==> src/rtl/ir_fetch_unit.sv <==
// ir_fetch_unit: fetches 9-bit words from a synchronous ROM through a 2-deep prefetch FIFO into IR.
// A halt opcode stops fetching until reset.  Rev 1.0
`timescale 1ns/1ps
`default_nettype none

module ir_fetch_unit #(
   parameter int unsigned ADDR_W   = 8,
   parameter int unsigned PC_RESET = 0,
   parameter logic [2:0]  HALT_OP  = 3'b111
) (
   input  logic              clk,
   input  logic              Resetn,
   input  logic              run,
   output logic              mem_rd,
   output logic [ADDR_W-1:0] mem_addr,
   input  logic [8:0]        mem_data,
   output logic [8:0]        ir,
   output logic              ir_valid,
   input  logic              done,
   output logic [ADDR_W-1:0] pc,
   output logic              halted
);

   logic [8:0] fifo0, fifo1;
   logic [1:0] count;
   logic       inflight;

   logic       free, take_fifo, take_bypass, load_any, hit_halt, push;
   logic [8:0] load_word, fifo0_n, fifo1_n;
   logic [1:0] count_n;

   // A read may issue only if FIFO slots cover every word already owed by the ROM.
   assign mem_rd   = Resetn & run & ~halted &
                     ((count == 2'd0) | ((count == 2'd1) & ~inflight));
   assign mem_addr = pc;

   always_comb begin
      free        = ~ir_valid | done;
      take_fifo   = free & (count != 2'd0);
      take_bypass = free & (count == 2'd0) & inflight;
      load_any    = take_fifo | take_bypass;
      load_word   = take_fifo ? fifo0 : mem_data;
      hit_halt    = load_any & (load_word[8:6] == HALT_OP);
      push        = inflight & ~take_bypass;

      fifo0_n = fifo0;
      fifo1_n = fifo1;
      count_n = count;
      if (take_fifo) begin
         fifo0_n = fifo1;
         count_n = count - 2'd1;
      end
      if (push) begin
         if (count_n == 2'd0) fifo0_n = mem_data;
         else                 fifo1_n = mem_data;
         count_n = count_n + 2'd1;
      end
   end

   always_ff @(posedge clk) begin
      if (!Resetn) begin
         pc       <= ADDR_W'(PC_RESET);
         ir       <= '0;
         ir_valid <= 1'b0;
         halted   <= 1'b0;
         count    <= 2'd0;
         inflight <= 1'b0;
         fifo0    <= '0;
         fifo1    <= '0;
      end else begin
         inflight <= mem_rd;
         if (mem_rd) pc <= pc + ADDR_W'(1);
         // Once halted, late ROM returns are simply never consumed.
         if (!halted) begin
            if (hit_halt) begin
               halted   <= 1'b1;
               ir_valid <= 1'b0;
               count    <= 2'd0;
            end else begin
               fifo0 <= fifo0_n;
               fifo1 <= fifo1_n;
               count <= count_n;
               if (free) begin
                  ir_valid <= load_any;
                  if (load_any) ir <= load_word;
               end
            end
         end
      end
   end

endmodule

`default_nettype wire

==> config.mk <==
export PLATFORM = sky130hd
export DESIGN_NAME = ir_fetch_unit
export DESIGN_NICKNAME = d
export VERILOG_FILES = /design/src/rtl/ir_fetch_unit.sv
export SDC_FILE = /design/constraint.sdc
export NUM_CORES = 1
export LEC_CHECK = 0
export ABC_AREA = 0
export BUFFER_PORTS_ARGS = -buffer_cell sky130_fd_sc_hd__buf_2
export CAP_MARGIN = 30
export CELL_PAD_IN_SITES_DETAIL_PLACEMENT = 0
export CELL_PAD_IN_SITES_GLOBAL_PLACEMENT = 1
export CORE_MARGIN = 8
export CORE_UTILIZATION = 41
export CTS_CLUSTER_SIZE = 12
export DETAILED_ROUTE_END_ITERATION = 10
export GPL_TIMING_DRIVEN = 0
export PLACE_DENSITY = 0.85
export RECOVER_POWER = 50
export SYNTH_ARGS = -nofsm -noshare
export SYNTH_HDL_FRONTEND = slang
export SYNTH_SLANG_ARGS = --single-unit
==> constraint.sdc <==
create_clock -name clk -period 3.4 [get_ports clk]
set_clock_uncertainty 0.15 [all_clocks]
set_input_delay 0.85 -clock clk [delete_from_list [all_inputs] [get_ports clk]]
set_output_delay 0.85 -clock clk [all_outputs]
set_load 0.01 [all_outputs]
== Yosys cells after proc, flatten, opt, wreduce, memory -nomap -nowiden ==
Index checks and enable logic that the tools add are counted.
Storage, ports and cells
  register bits: 40
  bits in latches: 0
  bits in writable memories: 0
  ROM bits: 0
  bits of input ports: 13
  output and inout bits: 28
  logic and storage cells: 50
  memories: 0
Operators by class
  add/subtract/negate cells: 3
  multiply operators: 0
  div/mod/pow operators: 0
  magnitude comparators: 0
  equality and inequality tests: 2
  shift-type cells: 0
  mux-type cells: 11
  bitwise logic cells: 18
  reduce and logical (&&, ||, !) cells: 8
Operators by type and width (number)
  $mux 9: 4
  $and 1x1->1: 9
  $add 8x1->8 const B: 1
  $reduce_and 4->1: 2
  $mux 2: 3
  $not 1->1: 6
  $logic_not 2->1: 2
  $mux 1: 4
  $reduce_and 2->1: 2
  $reduce_bool 2->1: 2
  $eq 3x3->1 const B: 1
  $or 1x1->1: 3
  $add 2x1->2 const B: 1
  $eq 2x1->1 const B: 1
  $sub 2x1->2 const B: 1

== Logic depth before layout (Yosys ltp) ==
Gate-level depths: netlist of run 1.
  depth in word-level cells: 8
  depth in mapped cells: 14
  depth with buffers taken out: 12

== Worst setup path before layout of run 1 ==
OpenSTA, ideal clock, no wires.
  path type: input-to-reg
  start point: input done
  end point: register fifo0[6]
  library setup time: 0.081 ns
  arrival time: 2.538 ns
  data required time: 3.169 ns
  slack: 0.631 ns
  stages: 12
  buffers on the path: 3
  path through: nor2b_4 -> nor2_1 -> clkbuf_1 -> xnor2_1 -> ha_1 -> nand2_1 -> a21oi_1 -> o211a_1 -> buf_4 -> buf_6 -> nor2_1 -> a211oi_2
On the way
  longest elaborated chain between the ends: 7
  elaborated cells on any way between the ends: 17
  those cells by class: eq/ne: 1; mux: 5; bitwise: 9; reduce/logical: 2
Ends and longest elaborated chain
  start, declared: RTL line 19  | input logic done,
  $or 1x1->1 (*): RTL line 38  | free = ~ir_valid | done;
  $and 1x1->1, on equally long branches: RTL line 39, 40
  $mux 9 / $and 1x1->1 (equally long branches): RTL line 42, 40
  $eq 3x3->1 / $or 1x1->1 (equally long branches): RTL line 43, 41
  $and 1x1->1: RTL line 43  | hit_halt = load_any & (load_word[8:6] == HALT_OP);
  $not 1->1 (no line)
  $reduce_and 2->1 (no line)
  end signal, assigned: RTL line 80  | fifo0 <= fifo0_n;
  end, declared: RTL line 24  | logic [8:0] fifo0, fifo1;
Every way passes the cells marked *; elsewhere a longest branch is shown, timed or not.
A chain may end at the register's enable or synchronous reset.

== Final worst setup path of run 1 ==
  start point: input Resetn
  end point: output mem_rd
On the way
  longest elaborated chain between the ends: 3
Ends and longest elaborated chain
  start, declared: RTL line 12  | input logic Resetn,
  $and 1x1->1 (3 in series): RTL line 33  | assign mem_rd = Resetn & run & ~halted &
  end, declared: RTL line 14  | output logic mem_rd,
Every way passes these cells.

==> impl_metrics.yaml, run 1 <==
critical_path:
  reg2reg_slack_ns: 0.32
  worstPathBufferInverterCount: 2
  cp_slowest_stage_delay_ns: 0.92
  cp.required_ns: 2.40
  path_delay_family: "compound AO/OA/AOI/OAI gates"
  reg2reg_from: "count[0]"
  startpoint_type: "primary input"
  cp_max_fo: 10
  cp.depth: 4
  path_cells: "buf_2 -> nand2_1 -> a211oi_1 -> buf_2"
  worst_path_max_delay_cell: "a211oi_1"
  arrival_ns: 2.32
  cp_common_cell: "buf_2"
  path_class: "primary input to primary output"
  r2r_cells: 13
  end_kind: "primary output"
  crit_start: "Resetn"
timing:
  period_needed_ns: 3.321
  maxClockFrequency_mhz: 301.1
  max_slew_margin_pct: 24.08
  setup-violations-final: 0
  grt_setup_unrepaired: "false"
  fin_crit_sh_pct: 97.68
  hold_viol_final: 0
  worst_pin_slew_ns: 1.132
  final_max_slew_viol_count: 0
  fin_tns_setup_ns: 0
grt:
  grtUsageTotal_pct: 12.01
  grt_antenna_before_repair: 0
  grt_overflow: 0
  grt_max_degree: 14
  grt_pass1_vias: 1540
  grt_pass1_wl_um: 7348
synth:
  yosys_warnings: 0
  synth_area_mm2: 0.002090
  synth_edf_count: 0
  synth_ff_type: "dfxtp_1"
  synthCells: 230
  synthDistinctLibCells: 37
  ys_ff_latch: 40
  synth.avg_cell_area_um2: 9.085
  synth_nets: 248
  async_flop_share_pct: 0
  seq_area_frac_synth_pct: 38.32
place:
  port_buffers: 39
  post-dp-hpwl_um: 3568
  place_congestion: 0.7922
layout:
  mostFrequentLayoutCells: "dfxtp_1 (40), nand2_1 (39), nor2_1 (29), clkbuf_1 (26), buf_2 (22)"
  drive_gt1_share_pct: 23.83
  layout_commonest_cell: "dfxtp_1"
  nNetsFinal: 294
  diodes: 0
  syn2layout_area_growth_pct: 17.42
clocking:
  cts.sinks: 40
  root_buffer: "clkbuf_8"
  cts_max_level: 2
  hold_buffers: 0
  clk_pin_slew_ns: 0.08
  post-cts-setup-buffer-count: 0
  cts_resized: 0
  cts_tree: "built"
  clk_path_buf_depth: 2
  cts_made_buffers: 5
  insertion_delay_ns: 0.29
worst_hold_path:
  holdPathStages: 2
  min_from: "fifo1[7]"
  hp-class: "flop to flop"
die:
  io_pins: 41
  floorplan.initialDensity_pct: 41.71
  die-area_mm2: 0.007637
  coreArea_mm2: 0.005010
  die-height_um: 87.39
  die_w_um: 87.39
  rows: 26
detailed_routing:
  initialDrtViolationCount: 97
  antenna_left: 0
  routed_wl_um: 4716
  drc_errors: 0
  via_count: 1730
  drtPass1Iterations: 4
  wl_per_cell_um: 13.59
  viasPerCell: 4.986
power:
  p_per_area_mw_per_mm2: 709.6
  leakage_uw: 0.0009253
  power_uw: 1741
  vdd_ir_drop_max_mv: 0.1785
outcome:
  status: "complete, no violations"
flow_run:
  cap_violations: 0
-- worst paths after layout --
path,end
hold / removal,fifo1[7]
setup reg to reg,fifo0[7]
hold reg to reg,fifo1[7]
setup / recovery,mem_rd
-- Yosys cell counts (4+ instances only) --
cell type,count,area share [%]
inv_1,5,0.90
nor2_1,29,5.2
mux2i_1,18,8.6
nand4_1,4,1.2
a311oi_2,9,6.5
nand2_1,39,7.0
a21oi_1,6,1.4
a211oi_2,8,4.8
ha_1,5,3.0
dfxtp_1,40,38
o21ai_0,12,2.9
xor2_1,6,2.5
buf_4,11,4.0
clkbuf_1,7,1.3
-- through the flow --
stage	worst slack (ns)	utilization (%)	hold WS, ns	cells	instance area (um^2)
2_1_floorplan	0.6310	-	0.2841	230	2090
4_1_cts	0.3116	49.78	0.3126	347	2494
5_1_grt	0.002693	48.98	0.3449	347	2454
6_report	0.07897	48.98	0.3094	347	2454
3_3_place_gp	0.1158	47.35	0.2923	339	2372
3_5_place_dp	0.1093	47.35	0.2997	339	2372
-- per-layer routing --
layer / global-route usage, % / wire length (um)
met5: 0 / 0
met4: 5.313 / 55
met3: 3.679 / 376
met2: 18.25 / 2015
met1: 15.11 / 2269
-- state kept, by name, indices dropped and copies added, names as in the netlist --
register and cells:
inflight 1, ir_valid 1, fifo1 9, mem_addr 8, count 2, halted 1, ir 9, fifo0 9
-- kinds of logic (layout without fill, tap and decap cells) --
logic type | Yosys count | count (layout) | share of synthesized area, %
compound gates | 45 | 45 | 20.30
mux | 18 | 18 | 8.623
xor+xnor | 8 | 8 | 3.353
flops | 40 | 40 | 38.32
buf+inv | 30 | 77 | 8.563
fa+ha+maj | 5 | 5 | 2.994
simple gates | 84 | 84 | 17.84
-- tightest hold or removal path, stage by stage, from the launching register on --
cell,delay (ns)
dfxtp_1,0.31
nand2_1,0.05
mux2i_1,0.05
-- report_power, final --
group	total, uW	switching (uW)	leakage, uW	internal, uW
clock	412	172	0.0000614	240
combinational	709	412	0.000537	297
sequential	620	60.7	0.000327	559
total	1740	645	0.000925	1100
-- area by class of cell --
type / count / area (um^2)
clock inverters: 2 / 38.79
well taps: 70 / 87.58
inverters: 7 / 26.28
flip-flops and latches: 40 / 800.8
multi-input cells: 160 / 1094
plain buffers: 23 / 152.6
repair buffers: 39 / 171.4
clock buffers: 6 / 82.58
fillers: 530 / 2556
Note: power is estimated with default switching activity, not from simulation.
==> run 2, diff against run 1 <==
--- a/config.mk
+++ b/config.mk
@@ -11,11 +11,11 @@
 export CELL_PAD_IN_SITES_DETAIL_PLACEMENT = 0
 export CELL_PAD_IN_SITES_GLOBAL_PLACEMENT = 1
 export CORE_MARGIN = 8
-export CORE_UTILIZATION = 41
+export CORE_UTILIZATION = 44
 export CTS_CLUSTER_SIZE = 12
 export DETAILED_ROUTE_END_ITERATION = 10
 export GPL_TIMING_DRIVEN = 0
-export PLACE_DENSITY = 0.85
+export PLACE_DENSITY = 0.9
 export RECOVER_POWER = 50
 export SYNTH_ARGS = -nofsm -noshare
 export SYNTH_HDL_FRONTEND = slang
==> constraint.sdc (replaced) <==
create_clock -name clk -period 4.2 [get_ports clk]
set_clock_uncertainty 0.15 [all_clocks]
set_input_delay 1.05 -clock clk [delete_from_list [all_inputs] [get_ports clk]]
set_output_delay 1.05 -clock clk [all_outputs]
set_load 0.01 [all_outputs]
==> run 2 against run 1 <==
  * Critical path depth unchanged
  * Combinational power is 18% lower
  * Largest cell class unchanged
  * Via count decreased by 0.98%
  * Sequential power decreased by 19%
  * Clock power shrank 40%
  * Total power decreased by 24%
  * Wire length shrank 2.6%
  * Global-route usage rose by 1.2 points
  * First-iteration DRC count fell by 40%
  * Setup slack improved by 0.85 ns
  * Sequential share of layout area is 0.61 points higher
==> impl_metrics.yaml, run 2 (synthesis gave the netlist of run 1 again) <==
power:
  p_int_uw: 809.2
  p_sw_share_pct: 39.07
  vdd_ir_drop_max_mv: 0.1798
  p_seq_share_pct: 37.7
  switching_power_uw: 518.8
  p_per_area_mw_per_mm2: 551.4
  leakage_uw: 0.0009023
  p_clk_share_pct: 18.6
  p_comb_share_pct: 43.7
detailed_routing:
  routed_wl_um: 4595
  via_count: 1713
  drc_errors: 0
  antenna_left: 0
  viasPerCell: 5.191
  wl_per_cell_um: 13.92
  drtPass1Iterations: 4
  initialDrtViolationCount: 58
layout:
  diodes: 0
  fillCellCount: 452
  mostFrequentLayoutCells: "dfxtp_1 (40), nand2_1 (39), nor2_1 (29), clkbuf_1 (27), buf_2 (21)"
  nNetsFinal: 294
  layout_commonest_cell: "dfxtp_1"
  syn2layout_area_growth_pct: 15.27
  reg_top3: "fifo0 (9), fifo1 (9), ir (9)"
  drive_gt1_share_pct: 23.91
  seq_area_um2: 800.8
  multi_input_area_mm2: 0.001110
place:
  place_congestion: 0.8203
  post-dp-hpwl_um: 3445
  port_buffers: 39
  dpl_worst_slack_ns: 0.7387
timing:
  fin_tns_setup_ns: 0
  final_max_slew_viol_count: 0
  hold_viol_final: 0
  fin_crit_sh_pct: 77.78
  maxClockFrequency_mhz: 306.1
  max_slew_margin_pct: 52.64
  grt_setup_unrepaired: "false"
  worst_pin_slew_ns: 0.7103
  period_needed_ns: 3.267
  setup-violations-final: 0
  worst_slack_ns: 0.9331
  hold_ws_ns: 0.3086
die:
  die_w_um: 84.91
  die-area_mm2: 0.007210
  io_pins: 41
  die-height_um: 84.91
  rows: 25
  coreArea_mm2: 0.004661
  floorplan.initialDensity_pct: 44.83
worst_hold_path:
  hp-class: "flop to flop"
  holdPathStages: 2
  min_from: "fifo1[1]"
  whs_endpoint: "fifo1[1]"
grt:
  grt_pass1_wl_um: 7838
  grt_antenna_before_repair: 0
  grt_max_degree: 13
  grtUsageTotal_pct: 13.20
  grt_pass1_vias: 1722
  grt_overflow: 0
critical_path:
  reg2reg_to: "fifo0[7]"
  r2r_cells: 13
  reg2reg_slack_ns: 1.13
  cp_max_fo: 10
  reg2reg_from: "count[0]"
  end_kind: "primary output"
  path_class: "primary input to primary output"
  crit_start: "Resetn"
  arrival_ns: 2.07
  startpoint_type: "primary input"
  cp.required_ns: 3.00
clocking:
  cts.sinks: 40
  clk_pin_slew_ns: 0.08
  hold_buffers: 0
  post-cts-setup-buffer-count: 0
  cts_tree: "built"
  cts_resized: 0
  insertion_delay_ns: 0.29
  cts_max_level: 2
  cts_made_buffers: 5
  root_buffer: "clkbuf_8"
  clk_path_buf_depth: 2
outcome:
  status: "complete, no violations"
flow_run:
  cap_violations: 0
-- run 2: power groups by stage --
stage / logic, uW / registers [uW] / clock network, uW
2_1_floorplan: 447 / 517 / 0
3_3_place_gp: 583 / 506 / 0
3_5_place_dp: 589 / 508 / 0
4_1_cts: 594 / 500 / 257
5_1_grt: 647 / 511 / 270
6_report: 580 / 501 / 247
-- run 2: worst max-delay path by stage --
stage          slack [ns]  endpoint  cells after the start
6_report             0.93    mem_rd                      4
5_1_grt              0.80  fifo0[7]                     13
4_1_cts              1.03    mem_rd                      4
3_5_place_dp         0.74  fifo0[7]                     13
3_3_place_gp         0.74  fifo0[7]                     13
2_1_floorplan        1.23  fifo0[6]                     12
-- run 2: metrics by stage --
stage | utilization, % | cells | cell area (um^2) | total power [uW]
floorplan | - | 230 | 2090 | 963.8
global placement | 50.47 | 323 | 2352 | 1089
detailed placement | 50.47 | 323 | 2352 | 1098
CTS | 52.21 | 330 | 2434 | 1350
global route | 51.68 | 330 | 2409 | 1428
finish | 51.68 | 330 | 2409 | 1328
-- run 2: worst max-delay path, cell delays in order --
cell and delay [ns]:
clkbuf_1 0.21, nand2_1 0.16, a211oi_4 0.43, buf_2 0.22
-- run 2: final cells by class --
| class | instances | area share [%] |
|---|---|---|
| inverters | 7 | 1.091 |
| clock inverters | 2 | 0.5195 |
| clock buffers | 5 | 2.857 |
| plain buffers | 23 | 6.286 |
| flip-flops and latches | 40 | 33.25 |
| repair buffers | 39 | 7.117 |
| well taps | 54 | 2.805 |
| multi-input cells | 160 | 46.08 |
-- run 2: routing by layer --
| layer | track usage, % | routed length (um) | vias to the layer above |
|---|---|---|---|
| met2 | 20.83 | 1987 | 39 |
| met1 | 15.70 | 2208 | 791 |
| met5 | 0 | 0 | - |
| met4 | 6.634 | 89 | 0 |
| met3 | 4.247 | 310 | 5 |
| li1 | - | - | 878 |
==> run 3, diff against run 2 <==
--- a/config.mk
+++ b/config.mk
@@ -5,17 +5,17 @@
 export SDC_FILE = /design/constraint.sdc
 export NUM_CORES = 1
 export LEC_CHECK = 0
-export ABC_AREA = 0
+export ABC_AREA = 1
 export BUFFER_PORTS_ARGS = -buffer_cell sky130_fd_sc_hd__buf_2
 export CAP_MARGIN = 30
 export CELL_PAD_IN_SITES_DETAIL_PLACEMENT = 0
 export CELL_PAD_IN_SITES_GLOBAL_PLACEMENT = 1
 export CORE_MARGIN = 8
-export CORE_UTILIZATION = 44
+export CORE_UTILIZATION = 38
 export CTS_CLUSTER_SIZE = 12
 export DETAILED_ROUTE_END_ITERATION = 10
 export GPL_TIMING_DRIVEN = 0
-export PLACE_DENSITY = 0.9
+export PLACE_DENSITY = 0.84
 export RECOVER_POWER = 50
 export SYNTH_ARGS = -nofsm -noshare
 export SYNTH_HDL_FRONTEND = slang
==> constraint.sdc (replaced) <==
create_clock -name clk -period 3.2 [get_ports clk]
set_clock_uncertainty 0.15 [all_clocks]
set_input_delay 0.8 -clock clk [delete_from_list [all_inputs] [get_ports clk]]
set_output_delay 0.8 -clock clk [all_outputs]
set_load 0.01 [all_outputs]
==> run 3 against run 2 <==
  * Global-route usage rose by 0.73 points
  * Clock-buffer cell count rose by 1
  * Register-to-register slack got worse by 0.80 ns
  * Wire length rose by 26%
  * Sequential power rose by 40%
  * Synthesized area rose by 7.1%
  * Largest cell class unchanged
==> impl_metrics.yaml, run 3 <==
grt:
  grt_overflow: 0
  grt_max_degree: 12
  grtUsageTotal_pct: 13.93
  grt_antenna_before_repair: 0
  grt_pass1_wl_um: 9639
  grt_pass1_vias: 1935
critical_path:
  path_cells: "buf_2 -> inv_2 -> nand2_2 -> nand2_2 -> buf_6 -> inv_1 -> o21ai_0 -> ha_1 -> clkinv_1 -> nor2_2 -> nand2_1 -> o21a_1 -> o21ai_0 -> nor2_1"
  r2r_cells: 15
  worst_path_max_delay_cell: "nor2_2"
  arrival_ns: 2.93
  cp_slowest_stage_delay_ns: 0.49
  reg2reg_slack_ns: 0.33
  startpoint_type: "primary input"
  cp.required_ns: 3.24
  path_class: "primary input to flop"
  crit_start: "done"
  reg2reg_from: "count[0]"
  cp_max_fo: 10
  reg2reg_to: "fifo0[8]"
  end_kind: "flop"
  cp-endpoint: "fifo0[8]"
synth:
  synth_nets: 368
  synth.avg_cell_area_um2: 6.395
  synthCells: 350
  yosysTopAreaCellShare_pct: 35.77
  post-synth-top-area-cell: "dfxtp_1"
  yosys_warnings: 0
  yosys-top-cells-count: "nand2_1 (94), inv_1 (53), nor2_1 (47)"
  async_flop_share_pct: 0
  synth_ff_type: "dfxtp_1"
  synth_area_mm2: 0.002238
  synthDistinctLibCells: 27
  ys_ff_latch: 40
  synth_edf_count: 0
  synthTopCellsByArea: "dfxtp_1 (36%), nand2_1 (16%), inv_1 (8.9%), o21ai_0 (8.5%), nor2_1 (7.9%)"
  seq_area_frac_synth_pct: 35.77
  yosys.cell_count.top_type: "nand2_1"
detailed_routing:
  drtPass1Iterations: 4
  initialDrtViolationCount: 75
  via_count: 2175
  routed_wl_um: 5799
  wl_per_cell_um: 12.31
  antenna_left: 0
  viasPerCell: 4.618
  drc_errors: 0
layout:
  fillCellCount: 678
  reg_top3: "fifo0 (9), fifo1 (9), ir (9)"
  layout_commonest_cell: "nand2_1"
  diodes: 0
  nNetsFinal: 414
  design_area_mm2: 0.002579
  multi_input_area_mm2: 0.001084
  drive_gt1_share_pct: 12.88
  finish.utilization_pct: 44.34
  syn2layout_area_growth_pct: 15.20
  seq_area_um2: 800.8
  final_cells: 471
  mostFrequentLayoutCells: "nand2_1 (94), inv_1 (53), nor2_1 (47), dfxtp_1 (40), o21ai_0 (38)"
timing:
  maxClockFrequency_mhz: 346.0
  period_needed_ns: 2.890
  worst_pin_slew_ns: 0.5451
  hold_viol_final: 0
  grt_setup_unrepaired: "false"
  setup-violations-final: 0
  max_slew_margin_pct: 63.62
  final_max_slew_viol_count: 0
  fin_crit_sh_pct: 90.31
  fin_tns_setup_ns: 0
place:
  place_area_mm2: 0.002527
  dp.cells: 464
  post-dp-hpwl_um: 4289
  port_buffers: 39
  place_congestion: 0.8297
die:
  rows: 28
  die_w_um: 92.75
  coreArea_mm2: 0.005816
  io_pins: 41
  floorplan.initialDensity_pct: 38.49
  die-area_mm2: 0.008603
  die-height_um: 92.75
clocking:
  post-cts-setup-buffer-count: 0
  hold_buffers: 0
  clk_path_buf_depth: 2
  cts_made_buffers: 5
  cts_max_level: 2
  cts.sinks: 40
  cts_tree: "built"
  clk_pin_slew_ns: 0.08
  root_buffer: "clkbuf_8"
  cts_resized: 0
  insertion_delay_ns: 0.29
power:
  p_clk_share_pct: 16.2
  p_int_uw: 1090
  switching_power_uw: 885.0
  power_uw: 1975
  p_seq_share_pct: 35.4
  p_per_area_mw_per_mm2: 765.8
  p_sw_share_pct: 44.81
  p_comb_share_pct: 48.4
  leakage_uw: 0.001209
  vdd_ir_drop_max_mv: 0.3557
worst_hold_path:
  hp-class: "flop to flop"
flow_run:
  cap_violations: 0
outcome:
  status: "complete, no violations"
==> run 3: per-layer routing <==
metal  global-route usage, %  wire length, um  vias up
met1                   17.36             2833      974
li1                        -                -     1163
met2                   23.06             2640       31
met3                   3.074              250        7
met5                       0                0        -
met4                   4.832               74        0
==> run 3: worst min-delay path by stage <==
| stage | slack (ns) | cells past startpoint | endpoint | startpoint |
|---|---|---|---|---|
| after global placement | 0.30 | 2 | ir[8] | ir[8] |
| final | 0.32 | 2 | ir[7] | ir[7] |
| after global routing | 0.35 | 2 | count[1] | count[1] |
| after detailed placement | 0.30 | 2 | ir[7] | ir[7] |
| after floorplan | 0.30 | 2 | count[1] | count[1] |
| after CTS | 0.32 | 2 | ir[7] | ir[7] |
==> run 3: through the flow <==
stage	worst slack (ns)	hold WS [ns]
after global placement	0.03226	0.2995
final	0.3101	0.3158
after CTS	0.3313	0.3153
after floorplan	0.6003	0.2962
after global routing	0.07564	0.3497
after detailed placement	0.02573	0.3035
==> run 3: cell families after synthesis <==
group / count (synthesis) / share of synthesized area (%)
compound gates: 55 / 12.80
xor+xnor: 1 / 0.3914
fa+ha+maj: 5 / 2.795
buf+inv: 78 / 15.82
flops: 40 / 35.77
simple gates: 171 / 32.42
==> run 3: critical path, delay by kind of cell <==
family                   cells  cell delay, ns
AND/OR/NAND/NOR              5            0.82
buffers and inverters        5            0.62
AO/OA/AOI/OAI                3            0.49
adder cells (fa/ha/maj)      1            0.21
==> run 3: layout make-up <==
type | count | area share (%)
buffer | 22 | 5.531
clock buffer | 6 | 2.814
clock inverter | 1 | 0.1941
inverter | 56 | 8.151
multi-input combinational | 232 | 42.02
sequential | 40 | 31.05
tap | 75 | 3.639
timing repair buffer | 39 | 6.599
==> run 3: power by group through the flow <==
stage / Combinational, uW / Clock (uW) / Sequential (uW)
floorplan: 670 / 0 / 730
global placement: 967 / 0 / 705
detailed placement: 980 / 0 / 709
CTS: 984 / 335 / 698
global route: 1100 / 355 / 715
finish: 955 / 320 / 699
